<file path="config.mk">
export PLATFORM = sky130hd
export DESIGN_NAME = sat_counter
export DESIGN_NICKNAME = d
export VERILOG_FILES = /design/src/rtl/gate_equiv_checker_sat_counter.sv
export SDC_FILE = /design/constraint.sdc
export NUM_CORES = 1
export LEC_CHECK = 0
export ABC_CLOCK_PERIOD_IN_PS = 4700
export BUFFER_PORTS_ARGS = -buffer_cell sky130_fd_sc_hd__buf_2
export CORE_AREA = 2 2 39 41
export CTS_CLUSTER_DIAMETER = 120
export DETAILED_ROUTE_END_ITERATION = 8
export DIE_AREA = 0 0 41 43
export PLACE_DENSITY = 0.68
export SKIP_CTS_REPAIR_TIMING = 1
export SYNTH_ARGS = -nofsm -noshare
export SYNTH_HDL_FRONTEND = slang
export SYNTH_SLANG_ARGS = --single-unit
</file>
<file path="constraint.sdc">
create_clock -name clk -period 4.7 [get_ports clk]
set_input_delay 0.235 -clock clk [delete_from_list [all_inputs] [get_ports clk]]
set_output_delay 0.235 -clock clk [all_outputs]
set_load 0.01 [all_outputs]
</file>
<file path="src/rtl/gate_equiv_checker_sat_counter.sv">
// ---------------------------------------------------------------------------
// sat_counter
// Saturating up-counter with synchronous clear. Holds at all-ones instead of
// wrapping, so a large mismatch count never reads back as a small one.
//
// Ports:
//   clk    - rising-edge clock
//   reset  - asynchronous, active-high; clears count
//   clr    - synchronous clear (takes priority over inc)
//   inc    - increment by one when not saturated
//   count  - current count value, W bits
// ---------------------------------------------------------------------------
module sat_counter #(
  parameter int W = 8
) (
  input  logic         clk,
  input  logic         reset,
  input  logic         clr,
  input  logic         inc,
  output logic [W-1:0] count
);

  localparam logic [W-1:0] ONE = W'(1);

  // Count register: clear wins over increment, increment stops at all-ones.
  always_ff @(posedge clk or posedge reset) begin
    if (reset) begin
      count <= '0;
    end else if (clr) begin
      count <= '0;
    end else if (inc && (count != '1)) begin
      count <= count + ONE;
    end
  end

endmodule

</file>
# [Yosys cells after proc, flatten, opt, wreduce, memory -nomap -nowiden]
# Index checks and enable logic that the tools add are counted.
[totals] register_bits=8 input_bits=4 output_inout_bits=8 elab_cells=7
[classes] n_addsub=1 eq_ne=1 mux=2 n_reduce_logical=2
[ops] cell="two-way mux 8 bit" count=2
[ops] cell="adder 8 x 1 -> 8 bit, second input constant" count=1
[ops] cell="inequality test 8 bit, second input constant" count=1
[ops] cell="nonzero test 2 bit" count=1
[ops] cell="logical AND 1 bit" count=1

# [Logic depth before layout (Yosys ltp)]
# Gate-level depths: netlist (run 1).
[logic_depth] word_depth=4 ltp_mapped=4 ltp_nobuf=4

# [Worst setup path after synthesis (run 1)]
# No wires, ideal clock.
[synth_timing] kind="register to register" startpoint="reg count[0]" endpoint="reg count[5]" setup_time_ns=0.125 arrival_time_ns=1.463 t_required_ns=4.575 setup_slack_ns=3.112 path_stages_with_launch=5 n_path_buf=0 synth_period_minus_slack_ns=1.588 cell_sequence="dfrtp_1 > ha_1 > and3_1 > a211oi_2 > mux2_4"
[synth_via] elab_chain_cells=3 word_cells_on_any_way=6 cone_classes="add/sub: 1; eq/ne: 1; mux: 2; reduce/logical: 2"
[synth_rtl] item="start, declared" line="20" source="output logic [W-1:0] count"
[synth_rtl] item="start signal, assigned" line="32" source="count <= count + ONE;"
[synth_rtl] item="adder 8 x 1 -> 8 bit or inequality test 8 bit (tied branches)" line="32, 31"
[synth_rtl] item="two-way mux 8 bit or logical AND 1 bit (tied branches)" line="31" source="end else if (inc && (count != '1)) begin"
[synth_rtl] item="two-way mux 8 bit or nonzero test 2 bit (tied branches)"
# Parallel ways exist; a longest one is shown, timed or not. The select of a mux whose other input is x is not followed.
# A chain may end at the register's enable or synchronous reset.

# [Worst setup path after layout (run 1)]
# Same ends and word-level chain as after synthesis.

==> metrics.txt, run 1 <==
outcome=finished clean; Area growth syn-to-layout=18.4%; antenna violations before repair=0; Flop pwr share=0.516; Post-Route Setup TNS=0 ns; R2R Path Start=count[0]$_DFFE_PP0P_; Worst Hold Class=input port to register; xor/xnor share of the synthesized area=0; Largest Register=count; Peak VDD IR=0.100 mV; Buffers on Ports=11; switching share of total power=0.244; H-Tree Depth=1; wire per inst=12.5 um; Post-Route WL=975 um; fmax=614 MHz; CTS tree=yes; post-synthesis sequential area ratio=0.397; P_leak=0.307 nW; DPL Wire Length=741 um; DRC=0; Pint=106 uW; most frequent cell after synthesis=dfrtp_1; async set-or-reset flop fraction in the synthesized netlist=1.00; multiplexer share of the synthesized area=0.139; Die Height=43 um; Pwr Density=236 nW/um^2; depth of the most critical reg-to-reg path=4; number of synthesized flops with an enable pin=0; top cells by area, synth=dfrtp_1, mux2_4, nor2b_1, a21oi_2, nand2_1; global-route wire length before repair=1.53 mm; Data required, critical path=4.85 ns; NetSw=34.2 uW; CTS root buf=clkbuf_4; vias=393; Syn Inst Count=49; vias in the first global route=356; number of nets in the layout=69; clk_skew=0.0138 ns; GP Congestion=0.810; # diodes=0; Syn Std Cell Area=504 um^2; CP Capture Type=register; Via density=5.04; FF-to-FF End=count[5]$_DFFE_PP0P_; CTS buffer count=3; clk slew on worst S/H paths=0.06 ns; Slew Viols, Final=0; worst hold stages=2; clock period minus worst slack=1.63 ns; Post-Place Cell Area=564 um^2; Synth Area in Compound Gates=0.156; First DRT Iteration DRCs=4; Crit Path Class=register to register; power share of the clock group=0.383; unrepaired setup endpoints after global routing=false; max_slew headroom=0.785; Core Rows=14; Largest regs=count (8); Fin. Hold Viols=0; synth warn=0; TritonRoute pass-1 iters=2; Synth Area in Adders=0.0248; max cap viols=0; Total GRT Usage=0.132; Core Box Area=1380 um^2; syn_nets=54; main combinational cell family by area after synthesis=simple AND/OR/NAND/NOR gates; Top FF cell, synth=dfrtp_1; Worst Hold End=count[2]$_DFFE_PP0P_; Die Span X=41 um; Core Util, Final=0.431; worst slew pin tran=0.322 ns; final worst-path cycle share=0.347; Post-synth top cells=dfrtp_1, mux2_4, nand2_1, nor2_1, nor2b_1; antenna viol nets, final=0; final setup fails=0; startpoint type of the worst setup path=register; largest net degree at the start of global routing=11; Longest Clk Path Bufs=2; simple-gate share of the synthesized area=0.238; worst hold start=clr; Ports=12; die area=1760 um^2; clk sink count=8; fraction of layout instances using a drive strength above 1=0.355; Critical Path AT=1.78 ns; final instance area=597 um^2; max reg flops=8; clk_lat worst skew=0.26 ns; Seq cells post-synth=8; reg2reg setup slack=3.07 ns; area leader, netlist=dfrtp_1; Mean Syn Cell Area=10.3 um^2; grt ovf=0; Yosys top cell area share=0.397; CP max FO=5; Comb power frac=0.101; Yosys cell types=25; Initial Utilization=0.364
==> worst max-delay path by stage <==
| stage | cells past startpoint | end | startpoint | slack [ns] |
|---|---|---|---|---|
| 2_1_floorplan | 4 | count[5]$_DFFE_PP0P_ | count[0]$_DFFE_PP0P_ | 3.11 |
| 3_3_place_gp | 4 | count[5]$_DFFE_PP0P_ | count[0]$_DFFE_PP0P_ | 3.13 |
| 3_5_place_dp | 4 | count[5]$_DFFE_PP0P_ | count[0]$_DFFE_PP0P_ | 3.08 |
| 4_1_cts | 4 | count[5]$_DFFE_PP0P_ | count[0]$_DFFE_PP0P_ | 3.07 |
| 5_1_grt | 4 | count[5]$_DFFE_PP0P_ | count[0]$_DFFE_PP0P_ | 3.02 |
| 6_report | 4 | count[5]$_DFFE_PP0P_ | count[0]$_DFFE_PP0P_ | 3.07 |
==> critical path, cell delays in order, from the launching register on <==
cell and delay (ns):
dfrtp_1 0.41, ha_1 0.27, and3_1 0.25, a211oi_2 0.27, mux2_4 0.32
==> power groups by stage <==
stage / logic (mW) / clock network [mW] / registers, mW
floorplan: 0.00812 / 0 / 0.0743
detailed placement: 0.0137 / 0 / 0.0738
global route: 0.0161 / 0.0588 / 0.0728
finish: 0.0142 / 0.0538 / 0.0726
global placement: 0.0136 / 0 / 0.0735
CTS: 0.0139 / 0.0563 / 0.0725
==> through the flow <==
stage	instances	setup WS, ns	total power, mW	hold WS, ns
floorplan	49	3.11	0.0824	0.0507
global placement	74	3.13	0.0871	0.203
detailed placement	74	3.08	0.0875	0.199
CTS	77	3.07	0.143	-0.0819
global route	78	3.02	0.148	0.298
finish	78	3.07	0.141	0.298
==> placed cells by master, fill, tap and decap left out, types with 2 or more instances in the layout <==
master | netlist | routed
buf_2 | 0 | 11
dfrtp_1 | 8 | 8
nand2_1 | 4 | 4
nor2b_1 | 4 | 4
nor2_1 | 4 | 4
mux2_4 | 4 | 4
clkbuf_4 | 0 | 3
nand4_1 | 2 | 2
inv_1 | 2 | 2
nand3_1 | 2 | 2
a21oi_1 | 2 | 2
a21oi_2 | 2 | 2
==> layer usage <==
metal,vias to the layer above,track usage,share of wire
li1,202,-,-
met1,181,0.181,0.47
met2,10,0.172,0.46
met3,0,0.0942,0.076
met4,0,0.0200,0
met5,-,0,0
==> layout make-up <==
cell class,count,area (um^2)
flip-flops and latches,8,200
repair buffers,12,65.1
multi-input cells,37,282
inverters,2,7.51
well taps,16,20.0
fillers,141,787
clock buffers,3,22.5
==> logic make-up after synthesis <==
group           count (synthesis)
flops                           8
buf+inv                         4
simple gates                   22
mux                             5
compound gates                  9
fa+ha+maj                       1
(Power assumes the default switching activity.)
==> inputs of run 2 (changes only) <==
Settings changed: ABC_CLOCK_PERIOD_IN_PS 4700 to 1320, PLACE_DENSITY 0.68 to 0.7.
Clock period 4.7 ns to 1.32 ns, I/O delays scaled along.
==> run 2 against run 1 <==
The run now ends with setup timing left. Hold slack got worse by 0.17 ns. Utilization rose by 7.4 points. Die area is the same. Worst setup slack worse by 3.1 ns. Flip-flop and latch count unchanged. Largest cell class unchanged.
==> metrics.txt, run 2 (synthesized netlist as in run 1, its figures left out) <==
failing checks=setup timing; Largest Register=count (unchanged); Post-Route Setup TNS=-0.172 ns (was 0 ns); most frequent cells in the layout=buf_4, buf_2, dfrtp_1 (was buf_2, dfrtp_1); antenna violations before repair=0 (unchanged); Core Box Area=1380 um^2 (unchanged); DPL Wire Length=935 um (was 741 um); Longest Clk Path Bufs=2 (unchanged); Core Util, Final=0.505 (was 0.431); Buffers on Ports=11 (unchanged); Via density=4.93 (was 5.04); final worst-path cycle share=1.05 (was 0.347); wire per inst=12.9 um (was 12.5 um); Core Rows=14 (unchanged); CP cell instances=ha_2, and3_4, a21boi_2, mux2_4 (was ha_1, and3_1, a211oi_2, mux2_4); Peak VDD IR=0.418 mV (was 0.100 mV); CP Launch Point=count[0]$_DFFE_PP0P_ (unchanged); number of nets in the layout=81 (was 69); grt ovf=0 (unchanged); max cap viols=0 (unchanged); clock period minus worst slack=1.39 ns (was 1.63 ns); clk_skew=0.0153 ns (was 0.0138 ns); CP peak stage delay=0.39 ns (was 0.41 ns); max reg flops=8 (unchanged); Fin. Hold Viols=0 (unchanged); worst hold stages=2 (unchanged); CTS root buf=clkbuf_4 (unchanged); # diodes=0 (unchanged); WHS=0.124 ns (was 0.298 ns); startpoint type of the worst setup path=register (unchanged); vias=449 (was 393); Total GRT Usage=0.165 (was 0.132); Area growth syn-to-layout=38.7% (was 18.4%); most common cell after layout, fill and taps aside=buf_4 (was buf_2); setup slack after placement=-0.0797 ns (was 3.08 ns); Post-Place Cell Area=663 um^2 (was 564 um^2); Critical Path AT=1.52 ns (was 1.78 ns); CTS buffer count=3 (unchanged); Die Span X=41 um (unchanged); R2R Path Start=count[0]$_DFFE_PP0P_ (unchanged); H-Tree Depth=1 (unchanged); Largest regs=count (8) (unchanged); clk sink count=8 (unchanged); Die Height=43 um (unchanged); CP max FO=3 (was 5); Layout Cells excl Fill=91 (was 78); delay-heaviest family, CP=flip-flops (unchanged); worst hold start=clr (unchanged); worst slew pin tran=0.344 ns (was 0.322 ns); setup ws final=-0.0686 ns (was 3.07 ns); global-route wire length before repair=1.93 mm (was 1.53 mm); FF-to-FF End=count[0]$_DFFE_PP0P_ (was count[5]$_DFFE_PP0P_); depth of the most critical reg-to-reg path=4 (unchanged); Initial Utilization=0.364 (unchanged); largest net degree at the start of global routing=11 (unchanged); Worst Hold Class=input port to register (unchanged); Placed Cells incl. Taps=86 (was 74); final setup fails=6 (was 0); First DRT Iteration DRCs=4 (unchanged); die area=1760 um^2 (unchanged); fmax=720 MHz (was 614 MHz); DRC=0 (unchanged); final instance area=699 um^2 (was 597 um^2); Slew Viols, Final=0 (unchanged); reg2reg setup slack=-0.07 ns (was 3.07 ns); outcome=finished with violations (was finished clean); Ports=12 (unchanged); TritonRoute pass-1 iters=2 (unchanged); vias in the first global route=472 (was 356); P_leak=0.365 nW (was 0.307 nW); CP bufs+invs=0 (unchanged); max_slew headroom=0.771 (was 0.785); Post-Route WL=1.17 mm (was 975 um); CP Capture Type=register (unchanged); clk slew on worst S/H paths=0.05 ns (was 0.06 ns); unrepaired setup endpoints after global routing=true (was false); Worst Hold End=count[2]$_DFFE_PP0P_ (unchanged); Pwr Density=755 nW/um^2 (was 236 nW/um^2); Data required, critical path=1.45 ns (was 4.85 ns); fraction of layout instances using a drive strength above 1=0.493 (was 0.355); CTS tree=yes (unchanged); Slowest cell on crit path=dfrtp_1 (unchanged); GP Congestion=0.749 (was 0.810); antenna viol nets, final=0 (unchanged); clk_lat worst skew=0.26 ns (about the same); Total Power=528 uW (was 141 uW); fillcell total=136 (was 141); Crit Path Class=register to register (unchanged)
==> run 2: worst reg2reg max path, stage by stage, from the launching register on <==
cell and delay (ns):
dfrtp_1 0.39, ha_2 0.19, and3_4 0.19, a21boi_2 0.18, mux2_4 0.32
==> run 2: worst max path at each step <==
stage / endpoint / depth (start not counted)
6_report: count[0]$_DFFE_PP0P_ / 4
5_1_grt: count[0]$_DFFE_PP0P_ / 4
4_1_cts: count[5]$_DFFE_PP0P_ / 4
3_5_place_dp: count[5]$_DFFE_PP0P_ / 4
3_3_place_gp: count[5]$_DFFE_PP0P_ / 4
2_1_floorplan: count[5]$_DFFE_PP0P_ / 4
==> run 2: final cells by class <==
class / instances / area (um^2) / area share
multi-input cells: 37 / 289 / 0.413
flip-flops and latches: 8 / 201 / 0.288
repair buffers: 24 / 155 / 0.222
clock buffers: 4 / 26.3 / 0.0376
well taps: 16 / 20.0 / 0.0286
inverters: 2 / 7.51 / 0.0107
==> run 2: power by group <==
group / total, mW / leakage, nW / internal (mW) / switching, mW
Combinational: 0.0681 / 0.241 / 0.0335 / 0.0346
Clock: 0.205 / 0.0150 / 0.116 / 0.0886
Sequential: 0.256 / 0.109 / 0.251 / 0.00429
Total: 0.528 / 0.365 / 0.401 / 0.128
==> run 2: metal layers <==
metal / vias up / part of all wire / track usage
li1: 227 / - / -
met1: 210 / 0.46 / 0.205
met2: 10 / 0.49 / 0.259
met3: 2 / 0.040 / 0.0471
met4: 0 / 0.012 / 0.0600
met5: - / 0 / 0
==> inputs of run 3 (changes only) <==
Settings changed: PLACE_DENSITY 0.7 to 0.74.
==> run 3 against run 2 <==
The flow still finishes with violations (setup timing). First-iteration DRC count rose by 100%. Final cell count did not move. Combinational power rose by 6.6%. Routed wire length rose by 9.4%. Cell area rose by 1.6%. Critical path type unchanged. Largest cell class unchanged. Largest power group unchanged.
==> metrics.txt, run 3 (synthesized netlist as in run 1, its figures left out) <==
max reg flops=8 (unchanged); First DRT Iteration DRCs=8 (was 4); vias=480 (was 449); GP Congestion=0.853 (was 0.749); Slew Viols, Final=0 (unchanged); global-route wire length before repair=2.06 mm (was 1.93 mm); clk slew on worst S/H paths=0.07 ns (was 0.05 ns); Peak VDD IR=0.512 mV (was 0.418 mV); Critical Path AT=1.57 ns (was 1.52 ns); Pwr Density=765 nW/um^2 (was 755 nW/um^2); FF-to-FF End=count[5]$_DFFE_PP0P_ (was count[0]$_DFFE_PP0P_); Largest Register=count (unchanged); antenna violations before repair=0 (unchanged); CTS root buf=clkbuf_4 (unchanged); clk sink count=8 (unchanged); Total GRT Usage=0.179 (was 0.165); fmax=699 MHz (was 720 MHz); Data required, critical path=1.46 ns (was 1.45 ns); antenna viol nets, final=0 (unchanged); P_leak=0.368 nW (was 0.365 nW); worst hold stages=2 (unchanged); Slowest cell on crit path=dfrtp_1 (unchanged); vias in the first global route=501 (was 472); Die Height=43 um (unchanged); startpoint type of the worst setup path=register (unchanged); Post-Place Cell Area=663 um^2 (unchanged); Via density=5.27 (was 4.93); H-Tree Depth=1 (unchanged); sequential cell area=201 um^2 (unchanged); failing checks=setup timing (unchanged); Buffers on Ports=11 (unchanged); depth of the most critical reg-to-reg path=4 (unchanged); clk_skew=0.0126 ns (was 0.0153 ns); Post-Route Setup TNS=-0.156 ns (was -0.172 ns); max cap viols=0 (unchanged); worst hold start=clr (unchanged); final instance area=711 um^2 (was 699 um^2); fraction of layout instances using a drive strength above 1=0.507 (was 0.493); DPL Wire Length=963 um (was 935 um); CP cell instances=ha_2, and3_4, a211oi_2, mux2_4 (was ha_2, and3_4, a21boi_2, mux2_4); CTS tree=yes (unchanged); Core Box Area=1380 um^2 (unchanged); largest net degree at the start of global routing=11 (unchanged); fillcell total=130 (was 136); CP Capture Type=register (unchanged); Largest regs=count (8) (unchanged); Initial Utilization=0.364 (unchanged); setup ws final=-0.110 ns (was -0.0686 ns); grt ovf=0 (unchanged); CP peak stage delay=0.40 ns (was 0.39 ns); multi-input logic area=300 um^2 (was 289 um^2); outcome=finished with violations (unchanged); Longest Clk Path Bufs=2 (unchanged); CP max FO=3 (unchanged); worst slew pin tran=0.322 ns (was 0.344 ns); final setup fails=4 (was 6); reg2reg setup slack=-0.11 ns (was -0.07 ns); unrepaired setup endpoints after global routing=true (unchanged); final worst-path cycle share=1.08 (was 1.05); CTS buffer count=3 (unchanged); most frequent cells in the layout=buf_4, buf_2, dfrtp_1 (unchanged); R2R Path Start=count[0]$_DFFE_PP0P_ (unchanged); Core Rows=14 (unchanged); Fin. Hold Viols=0 (unchanged); Die Span X=41 um (unchanged); TritonRoute pass-1 iters=4 (was 2); DRC=0 (unchanged); most common cell after layout, fill and taps aside=buf_4 (unchanged); Worst Hold End=count[2]$_DFFE_PP0P_ (unchanged); clock period minus worst slack=1.43 ns (was 1.39 ns); Post-Route WL=1.28 mm (was 1.17 mm); Crit Path Class=register to register (unchanged); clk_lat worst skew=0.27 ns (was 0.26 ns); die area=1760 um^2 (unchanged); wire per inst=14.1 um (was 12.9 um); Area growth syn-to-layout=40.9% (was 38.7%); number of nets in the layout=81 (unchanged); Worst Hold Class=input port to register (unchanged); # diodes=0 (unchanged); max_slew headroom=0.785 (was 0.771); Ports=12 (unchanged)
## run 3: cell types whose count changed in the layout (fill, tap and decap cells not counted)
cell and change:
mux2i_1 -1, mux2i_2 +1, a21boi_2 -1, a21boi_4 +1
## run 3: routing by layer
metal  track usage  wire, um
met5             0         0
met4        0.0667        16
met3        0.0681        56
met2         0.297       680
met1         0.193       530
## run 3: worst max-delay path by stage
stage	startpoint	end	slack, ns	depth (start not counted)
finish	count[0]$_DFFE_PP0P_	count[5]$_DFFE_PP0P_	-0.11	4
global route	count[0]$_DFFE_PP0P_	count[5]$_DFFE_PP0P_	-0.12	4
CTS	count[1]$_DFFE_PP0P_	count[5]$_DFFE_PP0P_	-0.12	4
detailed placement	count[1]$_DFFE_PP0P_	count[5]$_DFFE_PP0P_	-0.1	4
global placement	count[1]$_DFFE_PP0P_	count[5]$_DFFE_PP0P_	-0.05	4
floorplan	count[1]$_DFFE_PP0P_	count[5]$_DFFE_PP0P_	-0.14	4
## run 3: power breakdown
part | switching, mW | internal [mW] | total [mW]
combinational | 0.0363 | 0.0363 | 0.0726
sequential | 0.00448 | 0.251 | 0.256
clock | 0.0991 | 0.116 | 0.215
## run 3: stage by stage
stage	util	cells	power (mW)	setup WS (ns)	hold WS [ns]
final	0.514	91	0.544	-0.110	0.114
after global routing	0.514	91	0.580	-0.125	0.129
after CTS	0.498	90	0.542	-0.115	-0.254
after detailed placement	0.479	86	0.327	-0.0997	0.0287
after global placement	0.479	86	0.322	-0.0476	0.0232
after floorplan	-	49	0.294	-0.141	-0.118
## run 3: worst max-delay path: cells and delay by family, from the launching register on
kind | cells | cell delay, ns
flip-flops | 1 | 0.40
multiplexers | 1 | 0.32
AO/OA/AOI/OAI | 1 | 0.22
adder cells (fa/ha/maj) | 1 | 0.20
AND/OR/NAND/NOR | 1 | 0.17
## run 3: final cells by class
class                      instances  area share
clock buffer                       4      0.0370
inverter                           2      0.0106
sequential                         8       0.283
timing repair buffer              24       0.218
tap                               16      0.0282
multi-input combinational         37       0.423
